### config.mk
export PLATFORM = sky130hd
export DESIGN_NAME = multicycle_control
export DESIGN_NICKNAME = d
export VERILOG_FILES = /design/src/rtl/riscv_pkg.sv /design/src/rtl/opcode_class_decode.sv /design/src/rtl/multicycle_control.sv
export SDC_FILE = /design/constraint.sdc
export NUM_CORES = 1
export LEC_CHECK = 0
export ABC_AREA = 1
export CAP_MARGIN = 0
export CORE_MARGIN = 4
export CORE_UTILIZATION = 34
export DETAILED_ROUTE_END_ITERATION = 16
export PLACE_DENSITY = 0.77
export SKIP_LAST_GASP = 1
export SLEW_MARGIN = 20
export SYNTH_ARGS = -nofsm -noshare
export SYNTH_HDL_FRONTEND = slang
export SYNTH_SLANG_ARGS = --single-unit
### constraint.sdc
create_clock -name clk -period 1.4 [get_ports clk]
set_input_delay 0.21 -clock clk [delete_from_list [all_inputs] [get_ports clk]]
set_output_delay 0.21 -clock clk [all_outputs]
set_load 0.01 [all_outputs]
### src/rtl/riscv_pkg.sv
// Shared RV32I control encodings: opcodes, FSM states and datapath select codes.
package riscv_pkg;

    localparam logic [6:0] OPC_OP     = 7'b0110011;
    localparam logic [6:0] OPC_OP_IMM = 7'b0010011;
    localparam logic [6:0] OPC_LOAD   = 7'b0000011;
    localparam logic [6:0] OPC_STORE  = 7'b0100011;
    localparam logic [6:0] OPC_BRANCH = 7'b1100011;
    localparam logic [6:0] OPC_LUI    = 7'b0110111;
    localparam logic [6:0] OPC_AUIPC  = 7'b0010111;
    localparam logic [6:0] OPC_JAL    = 7'b1101111;
    localparam logic [6:0] OPC_JALR   = 7'b1100111;
    localparam logic [6:0] OPC_FENCE  = 7'b0001111;

    localparam logic [2:0] F3_SRX = 3'b101;

    typedef enum logic [2:0] {
        ST_FETCH  = 3'd0,
        ST_DECODE = 3'd1,
        ST_EXEC   = 3'd2,
        ST_MEM    = 3'd3,
        ST_WB     = 3'd4,
        ST_TRAP   = 3'd5
    } state_t;

    localparam logic [1:0] ALU_OP_ADD   = 2'b00;
    localparam logic [1:0] ALU_OP_SUB   = 2'b01;
    localparam logic [1:0] ALU_OP_FUNCT = 2'b10;

    localparam logic [1:0] PC_SEL_PLUS4  = 2'b00;
    localparam logic [1:0] PC_SEL_BRANCH = 2'b01;
    localparam logic [1:0] PC_SEL_ALU    = 2'b10;

    localparam logic [1:0] SRC_A_RS1  = 2'b00;
    localparam logic [1:0] SRC_A_PC   = 2'b01;
    localparam logic [1:0] SRC_A_ZERO = 2'b10;

    localparam logic [1:0] SRC_B_RS2  = 2'b00;
    localparam logic [1:0] SRC_B_IMM  = 2'b01;
    localparam logic [1:0] SRC_B_FOUR = 2'b10;

    localparam logic [1:0] WB_SEL_ALU  = 2'b00;
    localparam logic [1:0] WB_SEL_LOAD = 2'b01;
    localparam logic [1:0] WB_SEL_PC4  = 2'b10;

    typedef struct packed {
        logic op;
        logic op_imm;
        logic load;
        logic store;
        logic branch;
        logic lui;
        logic auipc;
        logic jal;
        logic jalr;
        logic fence;
    } iclass_t;

endpackage

### src/rtl/opcode_class_decode.sv
// Combinational opcode classifier: one-hot instruction class plus legal flag.
module opcode_class_decode
    import riscv_pkg::*;
(
    input  logic [6:0] i_opcode,
    output iclass_t    o_class,
    output logic       o_legal
);

    always_comb begin
        o_class = '0;
        case (i_opcode)
            OPC_OP:     o_class.op     = 1'b1;
            OPC_OP_IMM: o_class.op_imm = 1'b1;
            OPC_LOAD:   o_class.load   = 1'b1;
            OPC_STORE:  o_class.store  = 1'b1;
            OPC_BRANCH: o_class.branch = 1'b1;
            OPC_LUI:    o_class.lui    = 1'b1;
            OPC_AUIPC:  o_class.auipc  = 1'b1;
            OPC_JAL:    o_class.jal    = 1'b1;
            OPC_JALR:   o_class.jalr   = 1'b1;
            OPC_FENCE:  o_class.fence  = 1'b1;
            default:    o_class        = '0;
        endcase
        o_legal = |o_class;
    end

endmodule

### src/rtl/multicycle_control.sv
// Multi-cycle RV32I main control FSM (FETCH/DECODE/EXEC/MEM/WB[/TRAP]).
// Define MULTICYCLE_TRAP_EN to trap unsupported opcodes instead of treating them as NOP.
module multicycle_control
    import riscv_pkg::*;
#(
    parameter int unsigned RESET_STATE_FETCH = 1
)
(
    input  logic       clk,
    input  logic       reset_n,
    input  logic [6:0] opcode,
    input  logic [2:0] funct3,
    input  logic       imem_ready,
    input  logic       dmem_ready,
    input  logic       br_taken,
    output logic       imem_req,
    output logic       ir_we,
    output logic       dmem_req,
    output logic       dmem_we,
    output logic       rf_we,
    output logic       pc_we,
    output logic [1:0] pc_sel,
    output logic [1:0] alu_op,
    output logic       f7_mask,
    output logic [1:0] alu_src_a,
    output logic [1:0] alu_src_b,
    output logic [1:0] wb_sel,
    output logic       retire,
    output logic       illegal
);

    if (RESET_STATE_FETCH != 1) begin : g_param_check
        $error("multicycle_control: RESET_STATE_FETCH must be 1");
    end

    state_t  r_state;
    state_t  w_next;
    iclass_t w_class;
    logic    w_legal;
    logic    w_nop;

    opcode_class_decode u_decode (
        .i_opcode (opcode),
        .o_class  (w_class),
        .o_legal  (w_legal)
    );

`ifdef MULTICYCLE_TRAP_EN
    assign w_nop = w_class.fence;
`else
    assign w_nop = w_class.fence | ~w_legal;
`endif

    always_ff @(posedge clk) begin
        if (!reset_n) r_state <= ST_FETCH;
        else          r_state <= w_next;
    end

    always_comb begin
        w_next = r_state;
        case (r_state)
            ST_FETCH:  if (imem_ready) w_next = ST_DECODE;
            ST_DECODE: begin
                if (w_nop)         w_next = ST_FETCH;
                else if (!w_legal) w_next = ST_TRAP;
                else               w_next = ST_EXEC;
            end
            ST_EXEC: begin
                if (w_class.load | w_class.store) w_next = ST_MEM;
                else if (w_class.branch)          w_next = ST_FETCH;
                else                              w_next = ST_WB;
            end
            ST_MEM: begin
                if (dmem_ready) w_next = w_class.load ? ST_WB : ST_FETCH;
            end
            ST_WB:   w_next = ST_FETCH;
`ifdef MULTICYCLE_TRAP_EN
            ST_TRAP: w_next = ST_TRAP;
`endif
            default: w_next = ST_FETCH;
        endcase
    end

    // Outputs are forced low while reset is asserted so an aborted instruction never commits.
    always_comb begin
        imem_req  = 1'b0;
        ir_we     = 1'b0;
        dmem_req  = 1'b0;
        dmem_we   = 1'b0;
        rf_we     = 1'b0;
        pc_we     = 1'b0;
        pc_sel    = PC_SEL_PLUS4;
        alu_op    = ALU_OP_ADD;
        f7_mask   = 1'b0;
        alu_src_a = SRC_A_RS1;
        alu_src_b = SRC_B_RS2;
        wb_sel    = WB_SEL_ALU;
        retire    = 1'b0;
        illegal   = 1'b0;
        if (reset_n) begin
            case (r_state)
                ST_FETCH: begin
                    imem_req = 1'b1;
                    ir_we    = imem_ready;
                end
                ST_DECODE: begin
                    if (w_nop) begin
                        pc_we  = 1'b1;
                        retire = 1'b1;
                    end
                end
                ST_EXEC: begin
                    if (w_class.op) begin
                        alu_op = ALU_OP_FUNCT;
                    end else if (w_class.op_imm) begin
                        alu_op    = ALU_OP_FUNCT;
                        alu_src_b = SRC_B_IMM;
                        f7_mask   = (funct3 != F3_SRX);
                    end else if (w_class.branch) begin
                        alu_op = ALU_OP_SUB;
                        pc_we  = 1'b1;
                        pc_sel = br_taken ? PC_SEL_BRANCH : PC_SEL_PLUS4;
                        retire = 1'b1;
                    end else begin
                        alu_src_b = SRC_B_IMM;
                        if (w_class.lui)                      alu_src_a = SRC_A_ZERO;
                        else if (w_class.auipc | w_class.jal) alu_src_a = SRC_A_PC;
                    end
                end
                ST_MEM: begin
                    dmem_req = 1'b1;
                    dmem_we  = w_class.store;
                    if (dmem_ready && w_class.store) begin
                        pc_we  = 1'b1;
                        retire = 1'b1;
                    end
                end
                ST_WB: begin
                    rf_we  = 1'b1;
                    pc_we  = 1'b1;
                    retire = 1'b1;
                    if (w_class.load) begin
                        wb_sel = WB_SEL_LOAD;
                    end else if (w_class.jal | w_class.jalr) begin
                        wb_sel = WB_SEL_PC4;
                        pc_sel = PC_SEL_ALU;
                    end
                end
`ifdef MULTICYCLE_TRAP_EN
                ST_TRAP: illegal = 1'b1;
`endif
                default: ;
            endcase
        end
    end

endmodule

==> metrics.md <==
| Metric | Value |
|---|---|
| Commonest non-fill, non-tap cell in the layout | buf_4 |
| Simple-gate share of the synthesized area | 54.48% |
| GPL Wtd Cong | 0.8154 |
| Multi-input gate area | ~540 sq um |
| Largest register FFs | 3 |
| Setup_tns | -1.954 ns |
| Largest Register | r_state |
| Placed Cells incl. Taps | about 160 |
| Power Density | about 380 mW/mm^2 |
| Final Hold Fails | 0 |
| Boundary Pins | 34 |
| Post-layout min period | roughly 1.6 ns |
| Fin crit share | 114.1% |
| Clock skew | 0.001001 ns |
| Xor-xnor portion of the synthesized cell area | 0% |
| Die footprint | about 0.0022 sq mm |
| Initial antenna violation count | 0 |
| Drt total wl | between 3000 and 4000 microns |
| FF+latch count, synth | 3 |
| Critical-path cell list | inv_4 -> nand3_4 -> nor2_4 -> inv_2 -> nor4_2 -> buf_2 |
| Largest family of logic cells by synthesized area | simple AND/OR/NAND/NOR gates |
| Sequential fraction of the synthesis area | between 10% and 20% |
| Pin count of the biggest net entering global routing | 13 |
| Num rows | 13 |
| Net count, final | ~180 |
| First-pass GRT wire length | between 3000 and 4000 microns |
| Htree depth | 1 |
| Routed length per instance | roughly 18 microns |
| Synth warn | 0 |
| Worst Path Max Fanout | 3 |
| Area delta synth->final | 143.8% |
| Most frequent cells in the layout | 32 x buf_4, 21 x buf_2, 10 x nand2_1, 10 x inv_1, 9 x nor2_1 |
| Vias | between 900 and 1,000 |
| Crit Path Category | flip-flop to output pin |
| Post-route setup slack | -0.1975 ns |
| Root Driver | clkbuf_4 |
| Slowest Stage Delay on Critical Path | approximately 0.36 ns |
| Post-synthesis mux area share | 0% |
| Post-route DRC | 0 |
| Adder-cell share of the synthesized area | 0% |
| Seq. cell area | about 70 sq um |
| Antenna Nets Post-Route | 0 |
| CTS tree | done |
| Die Span X | roughly 46 microns |
| Cell taking the most area after synthesis | dfxtp_1 |
| Total track usage | between 20 and 30% |
| Mapped Cells | about 90 |
| Drt first pass iters | 4 |
| CTS sink cnt | 3 |
| Kind of end point of the critical path | output pin |
| Core area | around 0.0014 sq mm |
| Worst EP required | approximately 1.2 ns |
| Initial cell density of the core | 37.26% |
| IO Port Bufs | 31 |
| Die height | around 46 microns |
| Worst hold path class | primary input to flip-flop |
| RSZ-0062 raised after global routing | yes |
| Max-Cap Viols | 0 |
| Layout cells sized above 1 | 72.67% |
| Failing checks | setup timing |
| Peak Freq | 626.0 MHz |
| Vias in the first global route | just under 900 |
| Synth Cell Area | around 500 sq um |
| Top cells by area, synth | dfxtp_1 12%, inv_1 12%, nor2_1 12% |
| HPWL after detailed placement | between 1000 and 1500 microns |
| Biggest regs | r_state: 3 flops |
| Top-area cell type share of the netlist area | between 10% and 20% |
| Initial DRC Count | 40 |
| Bufs on Longest Clock Path | 2 |
| Clk slew on worst S/H paths | 0.04 ns |
| Max rail drop VDD | approximately 0.37 mV |
| Final Slew Violations | 0 |
| Status | finished, violations left |
| Synth cell types | 24 |
| Startpoint Class | flip-flop |
| Finish-stage setup viols | 16 |
| CTS Buf Count | 3 |
| Antenna diode count | 0 |
| Clk_lat worst skew | between 0.2 and 0.3 ns |
| Critical Path AT | 1.39 ns |
| Gr ovfl total | 0 |
| Post-Syn Area per Cell | around 5.5 sq um |
| Hold_buf cts | 0 |
| Layout fillers | 60 |
| Static Leak | about 0.62 nW |
| Vias per std cell | 5.426 |
| Finished Layout Cells | approximately 180 |
| Worst path slowest cell | dfxtp_4 |
| Compound-Gate Fraction of Synth Area | between 10 and 15% |
[worst max-delay path: cells and delay by family (launching register included)]
family / cells / cell delay (ns)
flops: 1 / 0.36
buf+inv: 3 / 0.30
simple gates: 3 / 0.46
[path summary, 6_finish.rpt]
kind / from / end / slack, ns / cells after the start
setup reg to reg: r_state[0] / r_state[1] / 0.06 / 9
hold reg to reg: r_state[1] / r_state[0] / 0.82 / 4
setup / recovery: r_state[0] / alu_src_a[0] / -0.20 / 6
hold / removal: reset_n / r_state[1] / 0.34 / 3
[where the power goes]
group	internal, mW	total, mW	switching, mW
Sequential	0.0873	0.0940	0.00662
Clock	0.108	0.177	0.0688
Combinational	0.0905	0.198	0.107
[cell families after synthesis]
kind of cell	Yosys count
AND/OR/NAND/NOR	55
buffers and inverters	23
AO/OA/AOI/OAI	10
flip-flops	3
other	1
[area by class of cell]
cell class | instances | area share, %
repair buffers | 68 | 40.31
multi-input cells | 67 | 43.78
well taps | 15 | 1.531
clock buffers | 4 | 2.143
inverters | 19 | 6.633
flip-flops and latches | 3 | 5.612
[synthesized netlist by cell type]
library cell	instances
nor3_1	7
o22ai_1	1
nand2_2	3
or2_4	1
nor3b_1	1
a21oi_1	3
conb_1	1
inv_2	2
nand2_1	14
nor4_1	2
buf_4	3
clkinv_1	1
a311oi_1	1
o21ai_1	1
a21oi_2	1
a31oi_1	1
dfxtp_1	3
inv_1	16
o21ai_2	2
clkbuf_1	1
nand3_2	4
nand3_1	4
nor2_1	16
nor2_2	3
[routing by layer]
metal	vias to the layer above	track usage [%]	part of all wire, %
met2	76	44.51	48
met5	-	0	0
met3	28	6.641	9.3
met1	425	27.69	34
met4	0	12.50	8.0
li1	426	-	-
[per-stage QoR]
step	util [%]	power, mW	setup WS, ns	hold slack (ns)	cell area (sq um)
after floorplan	-	0.1596	0.01581	0.3076	506.7
after global placement	74.98	0.2489	-0.8003	0.6962	1012
final	90.82	0.4691	-0.1975	0.3375	1226
after CTS	82.76	0.4259	-0.1582	0.3224	1117
after detailed placement	74.98	0.2536	-0.8449	0.7347	1012
after global routing	90.82	0.4797	-0.2580	0.3451	1226
[what timing repair did]
action	4_1_cts	5_1_grt
hold endpoints to repair	0	0
resized for setup	126	29
buffers inserted	5	5
pin swaps	13	11
endpoints found under the setup margin	18	18
No activity file was read; power rests on OpenSTA's default activity.
